==> src/rtl/interleaver_prime_stream.sv <==
// interleaver_prime_stream: ping-pong frame interleaver using the incremental prime-step permutation.
module interleaver_prime_stream #(
  parameter int BITS = 8,
  parameter int N = 10,
  parameter int P = 3,
  parameter int TAIL_BITS = 0
) (
  input  logic            clk,
  input  logic            rst_n,
  input  logic            dir,
  input  logic            in_valid,
  output logic            in_ready,
  input  logic [BITS-1:0] in_data,
  output logic            out_valid,
  input  logic            out_ready,
  output logic [BITS-1:0] out_data,
  output logic            out_first,
  output logic            out_last,
  output logic            busy
);
  localparam int L = N + TAIL_BITS;
  localparam int KW = $clog2(L) + 1;
  localparam int AW = $clog2(N) + 1;
  localparam int IW = $clog2(L);

  function automatic int gcd(input int a, input int b);
    int x, y, t;
    x = a;
    y = b;
    while (y != 0) begin
      t = y;
      y = x % y;
      x = t;
    end
    return x;
  endfunction

  if (P < 1 || P >= N || gcd(P, N) != 1) begin : g_bad_params
    $error("interleaver_prime_stream: P must satisfy 1 <= P < N and gcd(P,N) == 1");
  end

  // Incremental (a + P) mod N; a < N and P < N so one conditional subtract suffices.
  function automatic logic [AW-1:0] step(input logic [AW-1:0] a);
    logic [AW-1:0] s;
    s = a + AW'(P);
    return (s >= AW'(N)) ? s - AW'(N) : s;
  endfunction

  logic [BITS-1:0] mem [2][L];
  logic [1:0]      full, bdir;
  logic            wr_bank, rd_bank, rdy;
  logic [KW-1:0]   wk, rk;
  logic [AW-1:0]   wa, ra;
  logic [IW-1:0]   w_addr, r_addr;
  logic [BITS-1:0] rdata;
  logic            wd, push, adv, pop, wlast, rlast;

  always_comb begin
    wd = (wk == '0) ? dir : bdir[wr_bank];
    w_addr = (wk >= KW'(N) || !wd) ? IW'(wk) : IW'(wa);
    r_addr = (rk >= KW'(N) || bdir[rd_bank]) ? IW'(rk) : IW'(ra);
    rdata = mem[rd_bank][r_addr];
    in_ready = rdy && !full[wr_bank];
    push = in_valid && in_ready;
    adv = !out_valid || out_ready;
    pop = adv && full[rd_bank];
    wlast = wk == KW'(L - 1);
    rlast = rk == KW'(L - 1);
    busy = (|full) || (wk != '0) || out_valid;
  end

  always_ff @(posedge clk) begin
    if (push) mem[wr_bank][w_addr] <= in_data;
  end

  always_ff @(posedge clk or negedge rst_n) begin
    if (!rst_n) begin
      rdy <= 1'b0;
      full <= '0;
      bdir <= '0;
      wr_bank <= 1'b0;
      rd_bank <= 1'b0;
      wk <= '0;
      wa <= '0;
      rk <= '0;
      ra <= '0;
      out_valid <= 1'b0;
      out_data <= '0;
      out_first <= 1'b0;
      out_last <= 1'b0;
    end else begin
      rdy <= 1'b1;
      if (push) begin
        if (wk == '0) bdir[wr_bank] <= dir;
        wk <= wlast ? '0 : wk + 1'b1;
        wa <= wlast ? '0 : step(wa);
        if (wlast) begin
          full[wr_bank] <= 1'b1;
          wr_bank <= !wr_bank;
        end
      end
      if (adv) out_valid <= full[rd_bank];
      if (pop) begin
        out_data <= rdata;
        out_first <= rk == '0;
        out_last <= rlast;
        rk <= rlast ? '0 : rk + 1'b1;
        ra <= rlast ? '0 : step(ra);
        if (rlast) begin
          full[rd_bank] <= 1'b0;
          rd_bank <= !rd_bank;
        end
      end
    end
  end
endmodule

==> config.mk <==
export PLATFORM = sky130hd
export DESIGN_NAME = interleaver_prime_stream
export DESIGN_NICKNAME = d
export VERILOG_FILES = /design/src/rtl/interleaver_prime_stream.sv
export SDC_FILE = /design/constraint.sdc
export NUM_CORES = 1
export LEC_CHECK = 0
export ABC_CLOCK_PERIOD_IN_PS = 2750
export CAP_MARGIN = 5
export CORE_MARGIN = 5
export CORE_UTILIZATION = 55
export CTS_CLUSTER_SIZE = 28
export DETAILED_ROUTE_END_ITERATION = 12
export GPL_TIMING_DRIVEN = 0
export MAX_ROUTING_LAYER = met4
export PLACE_DENSITY_LB_ADDON = 0.08
export SLEW_MARGIN = 15
export SYNTH_ARGS = -nofsm -noshare
export SYNTH_HDL_FRONTEND = slang
export SYNTH_SLANG_ARGS = --single-unit
==> constraint.sdc <==
create_clock -name clk -period 2.75 [get_ports clk]
set_clock_uncertainty 0.05 [all_clocks]
set_input_delay 0.55 -clock clk [delete_from_list [all_inputs] [get_ports clk]]
set_output_delay 0.55 -clock clk [all_outputs]
set_load 0.03 [all_outputs]
# Word-level counts from Yosys, hierarchy flattened
# Memory sizes are Yosys's and may differ from the RTL's.
# Cells that the tools add are included.
[word_totals] inputBits=13 mem_count=1 reg_bits=38 output_inout_bits=13 mem_bits_rw=160 wordCells=94
[classes] bitwise_logic=5 n_addsub=6 reduce_logical=23 eq_ne=2 muxes=33 magnitude_cmp=11
[memory_table] name="mem" words=2 word_bits=80 read_ports=1 rd_ports_with_merged_regs=0 wr=1 line_no="49" source="logic [BITS-1:0] mem [2][L];"
[op_table] cell="$mux W80" n=1
[op_table] cell="$bmux W8 S4" n=1
[op_table] cell="$demux W8 S4" n=1
[op_table] cell="$mux W5" n=6
[op_table] cell="$mux W8" n=3
[op_table] cell="$ge A5 B4 Y1 const B" n=4
[op_table] cell="$mux W1" n=12
[op_table] cell="$add A5 B1 Y5 const B" n=2
[op_table] cell="$add A5 B2 Y5 const B" n=2
[op_table] cell="$eq A5 B4 Y1 const B" n=2
[op_table] cell="$ge A5 B5 Y1 const B" n=2
[op_table] cell="$logic_not A5 Y1" n=2
[op_table] cell="$not A4 Y5" n=2
[op_table] cell="$sub A5 B4 Y5 const B" n=2
[op_table] cell="$mux W2" n=4
[op_table] cell="$mux W4" n=2
[op_table] cell="$logic_and A1 B1 Y1" n=6
[op_table] cell="$reduce_and A2 Y1" n=3
[op_table] cell="$logic_not A1 Y1" n=5
[op_table] cell="$logic_or A1 B1 Y1" n=5
[op_table] cell="$lt A5 B1 Y1 const B" n=1
[op_table] cell="$reduce_bool A5 Y1" n=1
[op_table] cell="$lt A1 B2 Y1 const B" n=2
[op_table] cell="$and A2 B2 Y2" n=1
[op_table] cell="other kinds (6)" n=8

# Longest topological paths before layout
# Gate-level depths: netlist of run 1.
[depth] depth_word=12 ltp_mapped=9 mapped_depth_nobuf=9

# Worst setup path after synthesis of run 1
# Ideal clock, no wire load.
[synth_path] path_type="reg2reg" from="register rk[0]" to="register out_data[0]" arrival_ns=2.576 t_required_ns=2.568 path_stages_with_launch=10 path_slack_ns=-0.009 period_less_slack_ns=2.759 path_cell_list="dfrtp_1 -> inv_1 -> ha_1 -> o31a_1 -> nor3_4 -> mux2i_2 -> buf_2 -> mux4_2 -> a22oi_1 -> o41ai_1"
[synth_between] elab_chain_cells=7
[synth_rtl] element="start: declaration" line_no="52" source="logic [KW-1:0] wk, rk;"
[synth_rtl] element="start signal: assignment" line_no="107" source="rk <= rlast ? '0 : rk + 1'b1;"
[synth_rtl] element="$ge A5 B4 Y1" line_no="61" source="r_addr = (rk >= KW'(N) || bdir[rd_bank]) ? IW'(rk) : IW'(ra);"
[synth_rtl] element="$logic_or A1 B1 Y1" line_no="61"
[synth_rtl] element="$mux W4 (*)" line_no="61"
[synth_rtl] element="$not A4 Y5 (implied by the code) (*)" line_no="62" source="rdata = mem[rd_bank][r_addr];"
[synth_rtl] element="$bmux W8 S4 (*)" line_no="62"
[synth_rtl] element="$mux W8 (implied by the code) (*) (2 in a row)" line_no="62"
[synth_rtl] element="end signal: assignment" line_no="104" source="out_data <= rdata;"
[synth_rtl] element="end: declaration" line_no="16" source="output logic [BITS-1:0] out_data,"
# Mark *: on every way between the ends. The rest lies on a longest branch, timed or not. The select of a mux whose other input is x is not followed.
# A chain may end at the register's enable or synchronous reset.

# Worst setup path after layout of run 1
[layout_path] from="register rk[0]" to="register out_data[7]"
# Same word-level chain as after synthesis.

==> report_table.html, run 1 <==
<table>
<tr><th>Metric</th><th>Value</th></tr>
<tr><th colspan="2">Clock tree</th></tr>
<tr><td>H-tree depth reported by CTS</td><td>4</td></tr>
<tr><td>Maximum count of clock buffers along a single path</td><td>2</td></tr>
<tr><td>Master cell of the clock root buffer</td><td>sky130_fd_sc_hd__clkbuf_16</td></tr>
<tr><td>Worst-skew pair later-pin latency</td><td>0.44 ns</td></tr>
<tr><td>CTS buffer count</td><td>17</td></tr>
<tr><td>Number of sinks handled by clock tree synthesis</td><td>198</td></tr>
<tr><td>Clock transition at the registers of the reported paths</td><td>roughly 0.080 ns</td></tr>
<tr><td>TritonCTS clock tree</td><td>done</td></tr>
<tr><th colspan="2">Drt</th></tr>
<tr><td>Mean routed wirelength per cell</td><td>22.45 µm</td></tr>
<tr><td>Via/cell ratio</td><td>5.937</td></tr>
<tr><td>DRC viols</td><td>0</td></tr>
<tr><td>Via count</td><td>5361</td></tr>
<tr><td>Routed Antenna Nets</td><td>0</td></tr>
<tr><td>Final wirelength</td><td>20280 µm</td></tr>
<tr><td>1st-iter DRT viols</td><td>606</td></tr>
<tr><td>Number of detailed-routing iterations run before antenna repair</td><td>5</td></tr>
<tr><th colspan="2">STA</th></tr>
<tr><td>Final period utilization</td><td>between 90% and 100%</td></tr>
<tr><td>Setup total negative slack</td><td>0 ns</td></tr>
<tr><td>Worst slew slack as a fraction of its limit</td><td>39.88%</td></tr>
<tr><td>Maximum operating frequency</td><td>370.1 MHz</td></tr>
<tr><td>Minimum clock period</td><td>2.702 ns</td></tr>
<tr><td>Worst hold slack across all endpoints</td><td>about 0.43 ns</td></tr>
<tr><td>Unrepaired setup endpoints after global routing</td><td>true</td></tr>
<tr><td>Number of failing setup endpoints in the final timing report</td><td>0</td></tr>
<tr><td>Worst-margin pin slew</td><td>between 0.8 and 0.9 ns</td></tr>
<tr><td>Number of max-slew violations in the final report</td><td>0</td></tr>
<tr><td>Hold Vio Cnt, Final</td><td>0</td></tr>
<tr><th colspan="2">Yosys</th></tr>
<tr><td>Warnings, synthesis</td><td>0</td></tr>
<tr><td>Prevailing post-synth register cell</td><td>sky130_fd_sc_hd__edfxtp_1</td></tr>
<tr><td>Synthesis-stage register bit count</td><td>198</td></tr>
<tr><td>Nets in the synthesized netlist</td><td>621</td></tr>
<tr><td>Fraction of registers with async set/reset</td><td>19.19%</td></tr>
<tr><td>Cell area after technology mapping</td><td>8621 µm²</td></tr>
<tr><td>Count of flip-flops with a built-in enable after synthesis</td><td>160</td></tr>
<tr><td>Share of synthesized area occupied by flip-flops and latches</td><td>66.76%</td></tr>
<tr><td>Synthesized area per cell</td><td>14.51 µm²</td></tr>
<tr><td>Post-synthesis cell count</td><td>slightly below 600</td></tr>
<tr><td>Synth unique cells</td><td>55</td></tr>
<tr><th colspan="2">Die</th></tr>
<tr><td>Number of rows in the core area</td><td>45</td></tr>
<tr><td>Number of primary I/O pins</td><td>26</td></tr>
<tr><td>Floorplan die area</td><td>18280 µm²</td></tr>
<tr><td>Area of the placeable core</td><td>between 15000 and 20000 µm²</td></tr>
<tr><td>Die extent in y</td><td>135.2 µm</td></tr>
<tr><td>Horiz. Die Dim</td><td>around 140 µm</td></tr>
<tr><td>Starting density of the core</td><td>56.29%</td></tr>
<tr><th colspan="2">GRT</th></tr>
<tr><td>Wire length of the first global-routing pass</td><td>roughly 31000 µm</td></tr>
<tr><td>Gr ovfl total</td><td>0</td></tr>
<tr><td>Initial antenna violation count</td><td>0</td></tr>
<tr><td>Via count of the first global-routing pass</td><td>5266</td></tr>
<tr><td>Global routing usage summed across all routing layers</td><td>23.89%</td></tr>
<tr><td>Maximum number of pins on one net before global-route repair</td><td>34</td></tr>
<tr><th colspan="2">Setup path</th></tr>
<tr><td>Crit-path max cell delay</td><td>0.41 ns</td></tr>
<tr><td>Most frequent CP cell</td><td>sky130_fd_sc_hd__buf_4</td></tr>
<tr><td>Critical Path Start Type</td><td>flop</td></tr>
<tr><td>Flop2flop setup slack</td><td>0.05 ns</td></tr>
<tr><td>Data required time of the worst path</td><td>3.01 ns</td></tr>
<tr><td>Cell-by-cell trace of the critical path</td><td>inv_2, ha_4, o31a_1, nor3_4, mux2i_4, buf_4, buf_4, mux2i_1, nor2_1, o41ai_1</td></tr>
<tr><td>Crit path capture type</td><td>flop</td></tr>
<tr><td>Class of the most critical setup path</td><td>reg2reg</td></tr>
<tr><td>Largest delay share family, worst path</td><td>compound AO/OA/AOI/OAI gates</td></tr>
<tr><td>Cell with the largest stage delay on the worst path</td><td>sky130_fd_sc_hd__mux2i_4</td></tr>
<tr><td>Critical Path Fanout Max</td><td>4</td></tr>
<tr><td>Worst path bufs/invs</td><td>3</td></tr>
<tr><td>Crit path arrival time</td><td>around 3.0 ns</td></tr>
<tr><th colspan="2">Hold path</th></tr>
<tr><td>HP Class</td><td>in2async</td></tr>
<tr><th colspan="2">Pwr</th></tr>
<tr><td>Static Leak</td><td>0.003935 µW</td></tr>
<tr><td>Total design power</td><td>12120 µW</td></tr>
<tr><td>Worst vdd ir</td><td>a little under 0.6 mV</td></tr>
<tr><td>Total power per unit cell area</td><td>1131 nW/µm²</td></tr>
<tr><th colspan="2">Run</th></tr>
<tr><td>Number of maximum-capacitance constraint violations</td><td>0</td></tr>
<tr><th colspan="2">Finish</th></tr>
<tr><td>Layout area overhead</td><td>24.33%</td></tr>
<tr><td>Most frequent standard cell in the layout excluding fill and tap cells</td><td>sky130_fd_sc_hd__edfxtp_1</td></tr>
<tr><td>Number of fill cells</td><td>1024</td></tr>
<tr><td>NumNets Final</td><td>about 710</td></tr>
<tr><td>Final standard cell area without fillers</td><td>10720 µm²</td></tr>
<tr><td>Highest-count cells in the layout ignoring fill and taps</td><td>sky130_fd_sc_hd__edfxtp_1, sky130_fd_sc_hd__mux2i_1, sky130_fd_sc_hd__nand2_1</td></tr>
<tr><td>Proportion of layout cells with a drive suffix above 1</td><td>24.42%</td></tr>
<tr><td>Number of diodes</td><td>0</td></tr>
<tr><th colspan="2">Run status</th></tr>
<tr><td>Outcome</td><td>complete, no violations</td></tr>
<tr><th colspan="2">Placement</th></tr>
<tr><td>HPWL after detailed placement</td><td>12640 µm</td></tr>
<tr><td>Total cell area at the placement stage</td><td>9159 µm²</td></tr>
<tr><td>Port Buf Inserts</td><td>25</td></tr>
<tr><td>Routability-driven placement congestion ratio</td><td>0.8348</td></tr>
</table>
-- routing by layer --
layer | part of all wire, % | wire length, µm | track usage [%]
met1 | 41 | 8378 | 32.14
met2 | 50 | 10160 | 37.31
met3 | 6.5 | 1317 | 4.235
met4 | 2.1 | 420 | 8.119
met5 | 0 | 0 | -
-- worst paths after layout --
kind,to,from,cells past startpoint
setup reg to reg,out_data[7]$_DFFE_PN0P_,rk[0]$_DFFE_PN0P_,10
hold reg to reg,out_first$_DFFE_PN0P_,out_first$_DFFE_PN0P_,2
hold / removal,wa[0]$_DFFE_PN0N_,rst_n,2
min in group clk,out_first$_DFFE_PN0P_,out_first$_DFFE_PN0P_,2
max in group asynchronous,rk[0]$_DFFE_PN0P_,rst_n,3
setup / recovery,out_data[7]$_DFFE_PN0P_,rk[0]$_DFFE_PN0P_,10
-- logic make-up after synthesis --
| group | synth area share, % |
|---|---|
| muxes | 12.23 |
| other | 0.04350 |
| and+or+nand+nor | 7.939 |
| adders and majority gates | 2.032 |
| DFF | 66.76 |
| buffers and inverters | 1.974 |
| xor gates and xnor gates | 1.422 |
| AOI/OAI and AO/OA | 7.591 |
-- cell type report --
cell class,count,area [µm²],share of cell area (%)
Multi-Input combinational cell,357,3181,29.68
Tap cell,211,264.0,2.463
Clock inverter,14,141.4,1.319
Clock buffer,18,429.2,4.004
Buffer,25,130.1,1.214
Inverter,12,45.04,0.4203
Sequential cell,198,5761,53.75
Timing Repair Buffer,68,767.0,7.156
-- synth_stat cells, types with 2 or more instances --
cell type | n | share of area (%)
sky130_fd_sc_hd__a2111oi_0 | 8 | 0.81
sky130_fd_sc_hd__a21boi_0 | 2 | 0.17
sky130_fd_sc_hd__a21o_1 | 3 | 0.26
sky130_fd_sc_hd__a21oi_1 | 9 | 0.52
sky130_fd_sc_hd__a22oi_1 | 8 | 0.70
sky130_fd_sc_hd__and2_1 | 2 | 0.15
sky130_fd_sc_hd__and3_1 | 11 | 0.80
sky130_fd_sc_hd__buf_2 | 4 | 0.23
sky130_fd_sc_hd__buf_6 | 2 | 0.26
sky130_fd_sc_hd__clkbuf_1 | 19 | 0.83
sky130_fd_sc_hd__dfrtp_1 | 38 | 11
sky130_fd_sc_hd__edfxtp_1 | 160 | 56
sky130_fd_sc_hd__ha_1 | 14 | 2.0
sky130_fd_sc_hd__inv_1 | 12 | 0.52
sky130_fd_sc_hd__mux2_2 | 4 | 0.52
sky130_fd_sc_hd__mux2i_1 | 80 | 9.3
sky130_fd_sc_hd__mux4_2 | 8 | 2.1
sky130_fd_sc_hd__nand2_1 | 41 | 1.8
sky130_fd_sc_hd__nand2b_1 | 6 | 0.44
sky130_fd_sc_hd__nand3_1 | 16 | 0.93
sky130_fd_sc_hd__nand3b_1 | 3 | 0.26
sky130_fd_sc_hd__nand4_1 | 2 | 0.15
sky130_fd_sc_hd__nor2_1 | 40 | 1.7
sky130_fd_sc_hd__nor3_1 | 6 | 0.35
sky130_fd_sc_hd__nor3b_1 | 2 | 0.17
sky130_fd_sc_hd__o21a_1 | 3 | 0.26
sky130_fd_sc_hd__o21ai_0 | 18 | 1.0
sky130_fd_sc_hd__o22ai_1 | 19 | 1.4
sky130_fd_sc_hd__o31a_1 | 4 | 0.41
sky130_fd_sc_hd__o31ai_1 | 4 | 0.35
sky130_fd_sc_hd__o41ai_1 | 8 | 0.81
sky130_fd_sc_hd__or3_1 | 3 | 0.22
sky130_fd_sc_hd__xnor2_1 | 6 | 0.61
sky130_fd_sc_hd__xor2_1 | 8 | 0.81
-- repair_timing --
action                                  4_1_cts  5_1_grt
pin swaps                                    19       12
hold endpoints to repair                      5        0
cloned                                        0        0
endpoints found under the setup margin      169      169
buffers inserted                             26       16
hold buffers                                  1        0
gates resized for setup                      95       30
-- flip-flops by register name (all words and copies together) (netlist names) --
| name | flops |
|---|---|
| rk | 5 |
| bdir | 2 |
| wk | 5 |
| out_data | 8 |
| out_last | 1 |
| mem | 160 |
| wr_bank | 1 |
| rdy | 1 |
| out_first | 1 |
| wa | 5 |
| ra | 5 |
| out_valid | 1 |
| full | 2 |
| rd_bank | 1 |
-- metrics by stage --
| stage | setup slack [ns] | utilization, % | cells |
|---|---|---|---|
| floorplan | 0.01115 | - | 594 |
| global placement | -0.6722 | 59.71 | 830 |
| detailed placement | -0.7013 | 59.80 | 831 |
| CTS | 0.008245 | 68.40 | 890 |
| global route | -0.04208 | 69.98 | 903 |
| finish | 0.04794 | 69.98 | 903 |
-- where the power goes --
group | switching [µW] | internal (µW)
Clock | 1140 | 1280
Combinational | 3310 | 2530
Sequential | 283 | 3580
(Power assumes the default switching activity.)
==> run 2, diff against run 1 <==
- CORE_UTILIZATION: 55 -> 38
- GPL_ROUTABILITY_DRIVEN: default -> 0
- SKIP_CTS_REPAIR_TIMING: default -> 1
==> run 2 against run 1 <==
Effect of this change:
- the run now ends with negative setup slack left
- sequential power is essentially flat
- design area grew 1.3%
- count of clock-buffer cells in the layout grew 1
- register-to-register slack lost 0.16 ns
- non-clock buffer count grew 3
- clock power is essentially flat
- via count shrank 1.4%
- first-iteration DRC count shrank 50%
- setup slack lost 0.16 ns
- die area grew 41%
- final cell count grew 8.6%
==> report_table.html, run 2 (synthesized netlist as in run 1, its figures left out) <==
<table>
<tr><th>Metric</th><th>Value</th></tr>
<tr><th colspan="2">Run status</th></tr>
<tr><td>Outcome</td><td>finished, violations left</td></tr>
<tr><td>Violations in the final reports</td><td>negative setup slack</td></tr>
<tr><th colspan="2">GRT</th></tr>
<tr><td>M3 GR Usage</td><td>3.233%</td></tr>
<tr><td>M1 GR Usage</td><td>about 22%</td></tr>
<tr><td>GRT busiest layer</td><td>met2</td></tr>
<tr><td>Initial antenna violation count</td><td>0</td></tr>
<tr><td>Met2 usage in global routing</td><td>28.88%</td></tr>
<tr><td>Gr ovfl total</td><td>0</td></tr>
<tr><td>Maximum number of pins on one net before global-route repair</td><td>30</td></tr>
<tr><td>Via count of the first global-routing pass</td><td>5290</td></tr>
<tr><td>Wire length of the first global-routing pass</td><td>32500 µm</td></tr>
<tr><td>Global routing usage summed across all routing layers</td><td>17.39%</td></tr>
<tr><th colspan="2">Die</th></tr>
<tr><td>Starting density of the core</td><td>a little under two fifths</td></tr>
<tr><td>Number of rows in the core area</td><td>between 50 and 60</td></tr>
<tr><td>Number of primary I/O pins</td><td>26</td></tr>
<tr><td>Die extent in y</td><td>160.6 µm</td></tr>
<tr><td>Area of the placeable core</td><td>approximately 23000 µm²</td></tr>
<tr><td>Horiz. Die Dim</td><td>160.6 µm</td></tr>
<tr><td>Floorplan die area</td><td>25800 µm²</td></tr>
<tr><th colspan="2">Placement</th></tr>
<tr><td>Port Buf Inserts</td><td>25</td></tr>
<tr><td>HPWL after detailed placement</td><td>13970 µm</td></tr>
<tr><td>Placed cells</td><td>between 900 and 1000</td></tr>
<tr><th colspan="2">STA</th></tr>
<tr><td>Final period utilization</td><td>104.1%</td></tr>
<tr><td>Hold Vio Cnt, Final</td><td>0</td></tr>
<tr><td>Minimum clock period</td><td>2.863 ns</td></tr>
<tr><td>Final critical-path setup slack</td><td>-0.1127 ns</td></tr>
<tr><td>Maximum operating frequency</td><td>349.3 MHz</td></tr>
<tr><td>Number of max-slew violations in the final report</td><td>0</td></tr>
<tr><td>Worst-margin pin slew</td><td>1.000 ns</td></tr>
<tr><td>Worst slew slack as a fraction of its limit</td><td>33.10%</td></tr>
<tr><td>Setup total negative slack</td><td>-0.4557 ns</td></tr>
<tr><td>Number of failing setup endpoints in the final timing report</td><td>7</td></tr>
<tr><td>Unrepaired setup endpoints after global routing</td><td>true</td></tr>
<tr><td>Worst hold slack across all endpoints</td><td>0.4354 ns</td></tr>
<tr><th colspan="2">Setup path</th></tr>
<tr><td>Capturing point of the worst reg2reg path</td><td>out_data[1]$_DFFE_PN0P_</td></tr>
<tr><td>Data required time of the worst path</td><td>3.00 ns</td></tr>
<tr><td>Crit path launch</td><td>rk[0]$_DFFE_PN0P_</td></tr>
<tr><td>Crit path arrival time</td><td>3.12 ns</td></tr>
<tr><td>Class of the most critical setup path</td><td>reg2reg</td></tr>
<tr><td>Flop2flop setup slack</td><td>-0.11 ns</td></tr>
<tr><td>Reg2Reg Depth</td><td>8</td></tr>
<tr><td>Critical Path Fanout Max</td><td>8</td></tr>
<tr><td>Reg-to-Reg Start</td><td>rk[0]$_DFFE_PN0P_</td></tr>
<tr><td>Crit path capture type</td><td>flop</td></tr>
<tr><td>Critical Path Start Type</td><td>flop</td></tr>
<tr><th colspan="2">Clock tree</th></tr>
<tr><td>CTS buffer count</td><td>17</td></tr>
<tr><td>Number of sinks handled by clock tree synthesis</td><td>approximately 200</td></tr>
<tr><td>TritonCTS clock tree</td><td>done</td></tr>
<tr><td>H-tree depth reported by CTS</td><td>4</td></tr>
<tr><td>Worst-skew pair later-pin latency</td><td>between 0.4 and 0.5 ns</td></tr>
<tr><td>Maximum count of clock buffers along a single path</td><td>2</td></tr>
<tr><td>Master cell of the clock root buffer</td><td>sky130_fd_sc_hd__clkbuf_16</td></tr>
<tr><td>Clock transition at the registers of the reported paths</td><td>0.08 ns</td></tr>
<tr><th colspan="2">Drt</th></tr>
<tr><td>Routed Antenna Nets</td><td>0</td></tr>
<tr><td>Mean routed wirelength per cell</td><td>22.34 µm</td></tr>
<tr><td>Via/cell ratio</td><td>5.390</td></tr>
<tr><td>Final wirelength</td><td>21910 µm</td></tr>
<tr><td>1st-iter DRT viols</td><td>just over 300</td></tr>
<tr><td>Via count</td><td>approximately 5300</td></tr>
<tr><td>DRC viols</td><td>0</td></tr>
<tr><td>Number of detailed-routing iterations run before antenna repair</td><td>5</td></tr>
<tr><th colspan="2">Finish</th></tr>
<tr><td>Most frequent standard cell in the layout excluding fill and tap cells</td><td>sky130_fd_sc_hd__edfxtp_1</td></tr>
<tr><td>Layout area overhead</td><td>25.91%</td></tr>
<tr><td>Highest-count cells in the layout ignoring fill and taps</td><td>sky130_fd_sc_hd__edfxtp_1, sky130_fd_sc_hd__mux2i_1, sky130_fd_sc_hd__nand2_1</td></tr>
<tr><td>Number of fill cells</td><td>1916</td></tr>
<tr><td>Largest registers ranked by flip-flop count</td><td>mem x160, out_data x8</td></tr>
<tr><td>Biggest register</td><td>mem</td></tr>
<tr><td>Cell Count, Final, Fillers Out</td><td>981</td></tr>
<tr><td>Proportion of layout cells with a drive suffix above 1</td><td>about a quarter</td></tr>
<tr><td>NumNets Final</td><td>709</td></tr>
<tr><td>Number of flip-flops under the largest register name</td><td>160</td></tr>
<tr><th colspan="2">Hold path</th></tr>
<tr><td>Destination of the worst hold path</td><td>out_first$_DFFE_PN0P_</td></tr>
<tr><td>Hold path cells</td><td>2</td></tr>
<tr><td>Start point of the worst min-delay path</td><td>out_first$_DFFE_PN0P_</td></tr>
<tr><td>HP Class</td><td>reg2reg</td></tr>
<tr><th colspan="2">Pwr</th></tr>
<tr><td>Total design power</td><td>approximately 12000 µW</td></tr>
<tr><td>Total power per unit cell area</td><td>1138 nW/µm²</td></tr>
<tr><td>Static Leak</td><td>~0.0040 µW</td></tr>
<tr><td>Worst vdd ir</td><td>between 0.4 and 0.5 mV</td></tr>
<tr><th colspan="2">Run</th></tr>
<tr><td>Number of maximum-capacitance constraint violations</td><td>0</td></tr>
</table>
run 2: area by class of cell:
cell class                 instances  area (µm²)  share of cell area [%]
sequential                       198        5761                   53.07
multi-input combinational        357        3144                   28.97
timing repair buffer              70       829.5                   7.643
clock buffer                      19       432.9                   3.988
tap                              285       356.6                   3.285
buffer                            26       146.4                   1.349
clock inverter                    13       136.4                   1.256
inverter                          12       45.04                  0.4150
antenna                            1       2.502                 0.02305
run 2: worst max-delay path: stages (launching register included):
cell	delay [ns]
sky130_fd_sc_hd__dfrtp_2	0.41
sky130_fd_sc_hd__inv_2	0.07
sky130_fd_sc_hd__ha_4	0.16
sky130_fd_sc_hd__o31a_1	0.34
sky130_fd_sc_hd__or3_1	0.39
sky130_fd_sc_hd__or3_1	0.33
sky130_fd_sc_hd__o31a_1	0.25
sky130_fd_sc_hd__a2111oi_1	0.60
sky130_fd_sc_hd__o41ai_2	0.13
run 2: metal layers:
metal	vias up	wire (µm)	share of wire, %
met5	-	0	0
met4	0	308	1.4
met3	23	826	3.8
met2	112	10940	50
met1	2693	9834	45
li1	2460	-	-
run 2: worst max-delay path by stage:
stage | end | depth (start not counted)
after floorplan | out_data[0]$_DFFE_PN0P_ | 9
after global placement | mem[0][12]$_DFFE_PP_ | 8
after detailed placement | mem[0][12]$_DFFE_PP_ | 8
after CTS | mem[0][1]$_DFFE_PP_ | 8
after global routing | out_data[2]$_DFFE_PN0P_ | 10
final | out_data[1]$_DFFE_PN0P_ | 8
run 2: where the power goes:
group / internal (µW) / switching [µW]
combinational: 2670 / 3410
sequential: 3580 / 264
clock: 1210 / 1220
run 2: through the flow:
| step | setup slack, ns | instance area, µm² | utilization, % |
|---|---|---|---|
| floorplan | 0.01115 | 8630 | - |
| global placement | -0.8043 | 9236 | 41.05 |
| detailed placement | -0.8578 | 9251 | 41.11 |
| CTS | -0.8953 | 9821 | 43.64 |
| global route | -0.2501 | 10850 | 48.22 |
| finish | -0.1127 | 10850 | 48.23 |
